## src/rtl/sd_buf_arbiter_if.sv

```systemverilog
// Request/response bundle for one Wishbone-style master of the SD DMA buffer.
// The arbiter takes the slave side; a bridge or DMA engine takes the master side.
interface sd_buf_arbiter_if;
    logic        cyc;
    logic        stb;
    logic        we;
    logic [3:0]  sel;
    logic [31:0] addr;
    logic [31:0] din;
    logic [31:0] dout;
    logic        ack;
    logic        err;

    modport master (output cyc, stb, we, sel, addr, din, input dout, ack, err);
    modport slave  (input cyc, stb, we, sel, addr, din, output dout, ack, err);
endinterface

```

## src/rtl/sd_buf_arbiter.sv

```systemverilog
// Shares one single-port SD DMA buffer RAM between the CPU bridge (m0) and the
// SD controller DMA master (m1) using an arbitrate/access/acknowledge sequence.
module sd_buf_arbiter #(
    parameter int AW         = 10,
    parameter bit FIXED_PRIO = 1'b0
) (
    input  logic              clkCPU,
    input  logic              globlRst,
    sd_buf_arbiter_if.slave   m0,
    sd_buf_arbiter_if.slave   m1,
    output logic              ram_en,
    output logic [3:0]        ram_we,
    output logic [AW-1:0]     ram_addr,
    output logic [31:0]       ram_wdata,
    input  logic [31:0]       ram_rdata,
    output logic [1:0]        grant,
    output logic              busy
);
    // state  | meaning
    // IDLE   | no transaction in flight; arbitrate pending requests
    // ACCESS | RAM driven from the latched request, or range error recorded
    // ACK    | single-cycle ack/err to the owner; read data shown from the RAM
    typedef enum logic [1:0] {
        IDLE   = 2'd0,
        ACCESS = 2'd1,
        ACK    = 2'd2
    } state_t;

    state_t          state_q, state_d;
    logic            req0, req1;
    logic            range0, range1;
    logic            win1;
    logic            load;

    logic [1:0]      grant_q;
    logic            we_q;
    logic [3:0]      sel_q;
    logic [AW-1:0]   addr_q;
    logic [31:0]     din_q;
    logic            oor_q;
    logic            err_q;
    logic            last1_q;
    logic [31:0]     dout0_q, dout1_q;

    // The RAM is word addressed, so the byte offset bits carry no information.
    logic            unused_bits;
    assign unused_bits = &{1'b0, m0.addr[1:0], m1.addr[1:0]};

    assign req0   = m0.cyc & m0.stb;
    assign req1   = m1.cyc & m1.stb;
    assign range0 = (m0.addr[31:AW+2] == '0);
    assign range1 = (m1.addr[31:AW+2] == '0);

    // m1 wins when alone, or on a tie when round-robin says m0 went last.
    assign win1 = req1 & (~req0 | ((FIXED_PRIO == 1'b0) & ~last1_q));

    always_ff @(posedge clkCPU or negedge globlRst) begin
        if (!globlRst) begin
            state_q <= IDLE;
        end else begin
            state_q <= state_d;
        end
    end

    always_comb begin
        state_d = state_q;
        load    = 1'b0;
        ram_en  = 1'b0;
        ram_we  = 4'b0000;
        m0.ack  = 1'b0;
        m0.err  = 1'b0;
        m1.ack  = 1'b0;
        m1.err  = 1'b0;
        m0.dout = dout0_q;
        m1.dout = dout1_q;
        case (state_q)
            IDLE: begin
                if (req0 | req1) begin
                    state_d = ACCESS;
                    load    = 1'b1;
                end
            end
            ACCESS: begin
                state_d = ACK;
                ram_en  = ~oor_q;
                ram_we  = (~oor_q & we_q) ? sel_q : 4'b0000;
            end
            ACK: begin
                state_d = IDLE;
                m0.ack  = grant_q[0] & ~err_q & m0.cyc;
                m0.err  = grant_q[0] &  err_q & m0.cyc;
                m1.ack  = grant_q[1] & ~err_q & m1.cyc;
                m1.err  = grant_q[1] &  err_q & m1.cyc;
                if (grant_q[0] & ~err_q) begin
                    m0.dout = ram_rdata;
                end
                if (grant_q[1] & ~err_q) begin
                    m1.dout = ram_rdata;
                end
            end
            default: begin
                state_d = IDLE;
            end
        endcase
    end

    always_ff @(posedge clkCPU or negedge globlRst) begin
        if (!globlRst) begin
            grant_q <= 2'b00;
            we_q    <= 1'b0;
            sel_q   <= 4'b0000;
            addr_q  <= '0;
            din_q   <= '0;
            oor_q   <= 1'b0;
            err_q   <= 1'b0;
            last1_q <= 1'b1;
            dout0_q <= '0;
            dout1_q <= '0;
        end else begin
            if (load) begin
                grant_q <= win1 ? 2'b10 : 2'b01;
                we_q    <= win1 ? m1.we : m0.we;
                sel_q   <= win1 ? m1.sel : m0.sel;
                addr_q  <= win1 ? m1.addr[AW+1:2] : m0.addr[AW+1:2];
                din_q   <= win1 ? m1.din : m0.din;
                oor_q   <= win1 ? ~range1 : ~range0;
                err_q   <= 1'b0;
            end
            if (state_q == ACCESS) begin
                err_q <= oor_q;
            end
            // Read data is kept after the ack so dout holds between transactions.
            if (state_q == ACK) begin
                last1_q <= grant_q[1];
                grant_q <= 2'b00;
                err_q   <= 1'b0;
                if (grant_q[0] & ~err_q) begin
                    dout0_q <= ram_rdata;
                end
                if (grant_q[1] & ~err_q) begin
                    dout1_q <= ram_rdata;
                end
            end
        end
    end

    assign ram_addr  = addr_q;
    assign ram_wdata = din_q;
    assign grant     = grant_q;
    assign busy      = (state_q != IDLE);
endmodule

```

## src/flat_wrapper.sv

```systemverilog
// flat-port wrapper written by rule: the top's interface ports become plain ports
module sd_buf_arbiter_flat 
#(
    parameter int AW         = 10,
    parameter bit FIXED_PRIO = 1'b0
)
  (clkCPU, globlRst, ram_en, ram_we, ram_addr, ram_wdata, ram_rdata, grant, busy, m0_cyc, m0_stb, m0_we, m0_sel, m0_addr, m0_din, m0_dout, m0_ack, m0_err, m1_cyc, m1_stb, m1_we, m1_sel, m1_addr, m1_din, m1_dout, m1_ack, m1_err);
  sd_buf_arbiter_if m0_i ();
  sd_buf_arbiter_if m1_i ();
  input  logic clkCPU;
  input  logic globlRst;
  output logic ram_en;
  output logic [3:0] ram_we;
  output logic [AW-1:0] ram_addr;
  output logic [31:0] ram_wdata;
  input  logic [31:0] ram_rdata;
  output logic [1:0] grant;
  output logic busy;
  input wire logic [$bits(m0_i.cyc)-1:0] m0_cyc;
  input wire logic [$bits(m0_i.stb)-1:0] m0_stb;
  input wire logic [$bits(m0_i.we)-1:0] m0_we;
  input wire logic [$bits(m0_i.sel)-1:0] m0_sel;
  input wire logic [$bits(m0_i.addr)-1:0] m0_addr;
  input wire logic [$bits(m0_i.din)-1:0] m0_din;
  output wire logic [$bits(m0_i.dout)-1:0] m0_dout;
  output wire logic [$bits(m0_i.ack)-1:0] m0_ack;
  output wire logic [$bits(m0_i.err)-1:0] m0_err;
  input wire logic [$bits(m1_i.cyc)-1:0] m1_cyc;
  input wire logic [$bits(m1_i.stb)-1:0] m1_stb;
  input wire logic [$bits(m1_i.we)-1:0] m1_we;
  input wire logic [$bits(m1_i.sel)-1:0] m1_sel;
  input wire logic [$bits(m1_i.addr)-1:0] m1_addr;
  input wire logic [$bits(m1_i.din)-1:0] m1_din;
  output wire logic [$bits(m1_i.dout)-1:0] m1_dout;
  output wire logic [$bits(m1_i.ack)-1:0] m1_ack;
  output wire logic [$bits(m1_i.err)-1:0] m1_err;
  assign m0_i.cyc = m0_cyc;
  assign m0_i.stb = m0_stb;
  assign m0_i.we = m0_we;
  assign m0_i.sel = m0_sel;
  assign m0_i.addr = m0_addr;
  assign m0_i.din = m0_din;
  assign m0_dout = m0_i.dout;
  assign m0_ack = m0_i.ack;
  assign m0_err = m0_i.err;
  assign m1_i.cyc = m1_cyc;
  assign m1_i.stb = m1_stb;
  assign m1_i.we = m1_we;
  assign m1_i.sel = m1_sel;
  assign m1_i.addr = m1_addr;
  assign m1_i.din = m1_din;
  assign m1_dout = m1_i.dout;
  assign m1_ack = m1_i.ack;
  assign m1_err = m1_i.err;
  sd_buf_arbiter #(.AW(AW), .FIXED_PRIO(FIXED_PRIO)) u_core (.clkCPU(clkCPU), .globlRst(globlRst), .m0(m0_i), .m1(m1_i), .ram_en(ram_en), .ram_we(ram_we), .ram_addr(ram_addr), .ram_wdata(ram_wdata), .ram_rdata(ram_rdata), .grant(grant), .busy(busy));
endmodule
```

## config.mk

```make
export PLATFORM = sky130hd
export DESIGN_NAME = sd_buf_arbiter_flat
export DESIGN_NICKNAME = d
export VERILOG_FILES = /design/src/rtl/sd_buf_arbiter_if.sv /design/src/rtl/sd_buf_arbiter.sv /design/src/flat_wrapper.sv
export SDC_FILE = /design/constraint.sdc
export NUM_CORES = 1
export LEC_CHECK = 0
export BUFFER_PORTS_ARGS = -buffer_cell sky130_fd_sc_hd__buf_2
export CAP_MARGIN = 20
export CELL_PAD_IN_SITES_DETAIL_PLACEMENT = 0
export CELL_PAD_IN_SITES_GLOBAL_PLACEMENT = 2
export CORE_ASPECT_RATIO = 0.6
export CORE_UTILIZATION = 26
export CTS_CLUSTER_DIAMETER = 40
export DETAILED_ROUTE_END_ITERATION = 10
export PLACE_DENSITY_LB_ADDON = 0.1
export SETUP_SLACK_MARGIN = 0.4
export SLEW_MARGIN = 30
export SYNTH_ARGS = -nofsm -noshare
export SYNTH_HDL_FRONTEND = slang
export SYNTH_SLANG_ARGS = --single-unit
```

## constraint.sdc

```tcl
create_clock -name clkCPU -period 2.1 [get_ports clkCPU]
set_clock_uncertainty 0.2 [all_clocks]
set_input_delay 0.21 -clock clkCPU [delete_from_list [all_inputs] [get_ports clkCPU]]
set_output_delay 0.21 -clock clkCPU [all_outputs]
set_load 0.01 [all_outputs]
```

# Word level (Yosys, flattened, before mapping)
# Index checks and enable logic that the tools add are counted.
[classes]
shifts = 0
n_reduce_logical = 6
bitwise = 20
n_addsub = 0
eq_ne = 3
mul = 0
n_div = 0
magnitude_cmp = 0
muxes = 26
[op_table]
columns = ["op", "count"]
rows = [
  ["32-bit 2-to-1 mux", 5],
  ["20-bit logical NOT", 2],
  ["1-bit AND", 12],
  ["1-bit 2-to-1 mux", 12],
  ["4-bit 2-to-1 mux", 3],
  ["10-bit 2-to-1 mux", 1],
  ["2-bit 2-to-1 mux", 4],
  ["1-bit inverter", 6],
  ["2-bit case mux with 2 select lines", 1],
  ["2-bit nonzero test", 2],
  ["3-bit nonzero test", 1],
  ["2-bit by 1-bit == test with 1-bit output, second input constant", 1],
  ["2-bit == test, second input constant", 1],
  ["2-bit logical NOT", 1],
  ["2-bit by 1-bit != test with 1-bit output, second input constant", 1],
  ["1-bit bitwise OR", 2],
]
[word_totals]
romBits = 0
out_inout_bits = 118
inputBits = 176
register_bits = 118
memories = 0
ram_bits = 0
latch_bits = 0

# Logic depth before layout (Yosys ltp)
[logic_depth]
word_depth = 7
ltp_mapped = 8

# Worst setup path before layout
# OpenSTA, ideal clock, no wires.
[synth_path]
kind = "reg-to-output"
from = "reg u_core.state_q[0]"
to = "out m0_dout[10]"
arrival_ns = 1.520
slack_ns = 0.170
stages_incl_launch_ff = 7
path_cell_list = "dfrtp_1 inv_1 ha_1 and2b_1 nand2_2 buf_6 mux2_1"
[synth_via]
elab_chain_len = 2
[synth_rtl]
columns = ["item", "line_no", "source"]
rows = [
  ["start: declaration", "sd_buf_arbiter.sv:29", "state_t state_q, state_d;"],
  ["start signal: assignment", "sd_buf_arbiter.sv:61", "state_q <= state_d;"],
  ["2-bit == test", "sd_buf_arbiter.sv:76", "case (state_q)"],
  ["32-bit 2-to-1 mux", "sd_buf_arbiter.sv:76", ""],
  ["end: declaration", "flat_wrapper.sv:25", "output wire logic [$bits(m0_i.dout)-1:0] m0_dout;"],
]
# No other way between the ends.

# Final worst setup path
[layout_path]
from = "reg u_core.state_q[0]"
to = "out m0_dout[8]"
# The elaborated chain is that of the path after synthesis.

==> impl_metrics.json <==
{
  "final_core_util_pct": 58.2,
  "die_x_um": 178,
  "cp_max_fo": 10,
  "syn_area_sq_um": 4830,
  "fin_crit_ns": 2.36,
  "ys_async_sr_fraction_pct": 100,
  "relSlewSlack_pct": 74.9,
  "ios": 294,
  "cts.sinks": 118,
  "clockBufferDepth": 2,
  "crit_type": "reg -> out",
  "power_density_nw_per_um2": 1350,
  "min_path_type": "in -> reg",
  "netlist_instances": 354,
  "grt_max_degree": 47,
  "slew_violations": 0,
  "finalSetupTns_ns": -15.54,
  "synth_top_area_share_pct": 60.6,
  "grt_remaining_overflow": 0,
  "arrival_ns": 1.95,
  "vdd_drop_max_mv": 0.690,
  "htreeDepth": 4,
  "io_buffer_count": 289,
  "fin_area_sq_um": 10500,
  "syn-num-nets": 533,
  "synth_cell_types": 26,
  "gp_congestion": 0.737,
  "yosysWarnings": 0,
  "cp_num_cells": 7,
  "crit_path_end": "m0_dout[8]",
  "worstMarginPinSlew_ns": 0.376,
  "place_area_sq_um": 6920,
  "synth_commonest_cells": "dfrtp_1 (117), mux2_1 (64), inv_1 (51)",
  "ys_ff_latch": 118,
  "grt_pass1_vias": 5415,
  "yosysTopAreaCell": "dfrtp_1",
  "layoutNonFillerInstCount": 1121,
  "setup_ws_ns": -0.264,
  "max_freq_mhz": 423,
  "fin_total_pwr_mw": 14.3,
  "cp_num_buf_inv": 3,
  "r2r_start": "u_core.state_q[1]",
  "initial_utilization_pct": 26.7,
  "core_area_sq_um": 18100,
  "fill_cells": 1478,
  "fin_hold_ws_ns": -0.129,
  "timing.max_cap.violations": 0,
  "crit_start": "u_core.state_q[0]",
  "rsz0062_at_grt": "yes",
  "rr_worst_depth": 9,
  "dr.pass1.iters": 6,
  "synth.avg_cell_area_sq_um": 13.7,
  "grtUsageMet2_pct": 33.0,
  "antenna_left": 0,
  "status": "finished, violations left",
  "drive_above_1_share_pct": 53.7,
  "violations": "hold timing, setup timing",
  "numCtsBuffers": 17,
  "yosysMostFrequentCell": "dfrtp_1",
  "postRouteWirelength_um": 20500,
  "die-area_sq_um": 19200,
  "dp.cells": 874,
  "setup-violations-final": 66,
  "ys_top_cells_by_area": "dfrtp_1 (61%), mux2_1 (15%), a222oi_1 (9.7%)",
  "drc": 0,
  "cts_tree": "yes",
  "vias": 5135,
  "die_h_um": 108,
  "dpl.hpwl_um": 10800,
  "fin_crit_sh_pct": 113,
  "cp-start-kind": "flip-flop",
  "r2r-end": "u_core.ram_wdata[20]",
  "worstHoldStart": "ram_rdata[29]",
  "cp_cell_sequence": "inv_2 > ha_4 > and2b_4 > nand2_4 > clkbuf_16 > mux2_4 > buf_6",
  "end_kind": "primary output",
  "grtUsageMet1_pct": 27.6,
  "grtUsageTotal_pct": 20.9,
  "seq_area_frac_synth_pct": 61.1,
  "wl_per_cell_um": 18.3,
  "clock_latency_ns": 0.40,
  "busiest_layer": "met2",
  "p_leak_nw": 5.44,
  "cpPeakStageDelay_ns": 0.38,
  "antenna_cells": 0,
  "hold_buffers": 163,
  "hold_viol": 8,
  "cp.required_ns": 1.69,
  "rows": 38,
  "synth_edf_count": 0,
  "synthFlopType": "dfrtp_1",
  "vias_per_cell": 4.58,
  "antenna_found_initial": 1,
  "crit_slowest_cell": "dfrtp_1",
  "grt_first_pass_wirelength_um": 29600,
  "path_delay_family": "buffers and inverters",
  "grtUsageMet3_pct": 5.05,
  "reg2reg_slack_ns": 0.07,
  "area_growth_pct": 118,
  "nNetsFinal": 1047,
  "path_clk_slew_ns": 0.05,
  "drt-initial-drc-count": 369,
  "clockRootBuffer": "clkbuf_16"
}
[final cells by class]
type / instances / area [sq um] / area share, %
Timing Repair Buffer: 516 / 4530 / 42.9
Sequential cell: 118 / 2950 / 28.0
Multi-Input combinational cell: 164 / 1930 / 18.3
Clock buffer: 17 / 425 / 4.03
Tap cell: 240 / 300 / 2.85
Clock inverter: 15 / 214 / 2.03
Inverter: 51 / 194 / 1.84
[worst min-delay path by stage]
stage / to / slack [ns] / cells after the start
floorplan: u_core.dout0_q[0] / -0.29 / 0
global placement: u_core.ram_wdata[25] / -0.05 / 1
detailed placement: u_core.ram_wdata[25] / -0.04 / 1
CTS: u_core.dout1_q[29] / -0.16 / 2
global route: u_core.dout0_q[29] / -0.15 / 2
finish: u_core.dout0_q[29] / -0.13 / 2
[power breakdown]
group / internal (mW) / total, mW / leakage [nW] / switching (mW)
Sequential: 3.40 / 3.92 / 1.42 / 0.528
Combinational: 4.22 / 7.18 / 3.71 / 2.95
Clock: 2.02 / 3.16 / 0.317 / 1.14
[cell usage in the layout, fill, tap and decap left out, types with 2 or more instances in the layout]
master	synthesis	final
buf_2	7	222
o21ai_0	2	2
buf_16	0	13
ha_4	0	3
bufinv_16	0	4
buf_6	10	77
nor2_1	3	3
dfrtp_1	117	117
clkinv_4	0	2
inv_6	0	5
a31oi_4	0	2
and4_1	2	2
buf_4	0	22
and3_1	6	2
nand2_1	5	5
inv_2	0	2
and3_4	0	4
dlygate4sd3_1	0	163
inv_1	51	48
a21oi_1	3	2
inv_8	0	2
nand3_1	5	3
clkinv_2	0	2
a222oi_1	47	47
nor4_1	10	10
mux2_4	0	64
buf_12	0	16
clkbuf_16	0	20
nand2_8	0	2
[worst register-to-register path: cells and delay by family, from the launching register on]
family	cells	cell delay [ns]
AO/OA/AOI/OAI	1	0.33
adder cells (fa/ha/maj)	1	0.18
buffers and inverters	6	0.72
flip-flops	1	0.41
AND/OR/NAND/NOR	1	0.08
[registers in the layout, indices dropped and copies added, names as in the netlist]
name,flops
u_core.grant,2
u_core.ram_addr,10
u_core.dout1_q,32
u_core.last1_q,1
u_core.dout0_q,32
u_core.state_q,2
u_core.sel_q,4
u_core.ram_wdata,32
u_core.err_q,1
u_core.we_q,1
u_core.oor_q,1
[layer usage]
| layer | wire length, um | part of all wire (%) |
|---|---|---|
| met2 | 9480 | 46 |
| met5 | 0 | 0 |
| met1 | 8950 | 44 |
| met3 | 1760 | 8.6 |
| met4 | 296 | 1.4 |
[repair_timing]
item,4_1_cts,5_1_grt
buffers inserted,21,13
setup endpoints to repair,186,189
pin swaps,23,8
cloned,14,4
resized for setup,100,22
hold endpoints to repair,229,8
[metrics by stage]
| stage | worst slack, ns | hold WS, ns |
|---|---|---|
| 2_1_floorplan | 0.278 | -0.286 |
| 3_3_place_gp | 0.0721 | -0.0475 |
| 3_5_place_dp | 0.0515 | -0.0427 |
| 4_1_cts | -0.300 | -0.160 |
| 5_1_grt | -0.355 | -0.146 |
| 6_report | -0.264 | -0.129 |
[cell families (layout without fill, tap and decap cells)]
kind of cell	count (synthesis)	count (layout)	synth area share (%)
AOI/OAI and AO/OA	59	59	11.4
muxes	64	64	14.9
and+or+nand+nor	38	38	4.45
buffers and inverters	72	599	7.33
adders and majority gates	3	3	0.777
DFF	118	118	61.1
(Power assumes the default switching activity.)
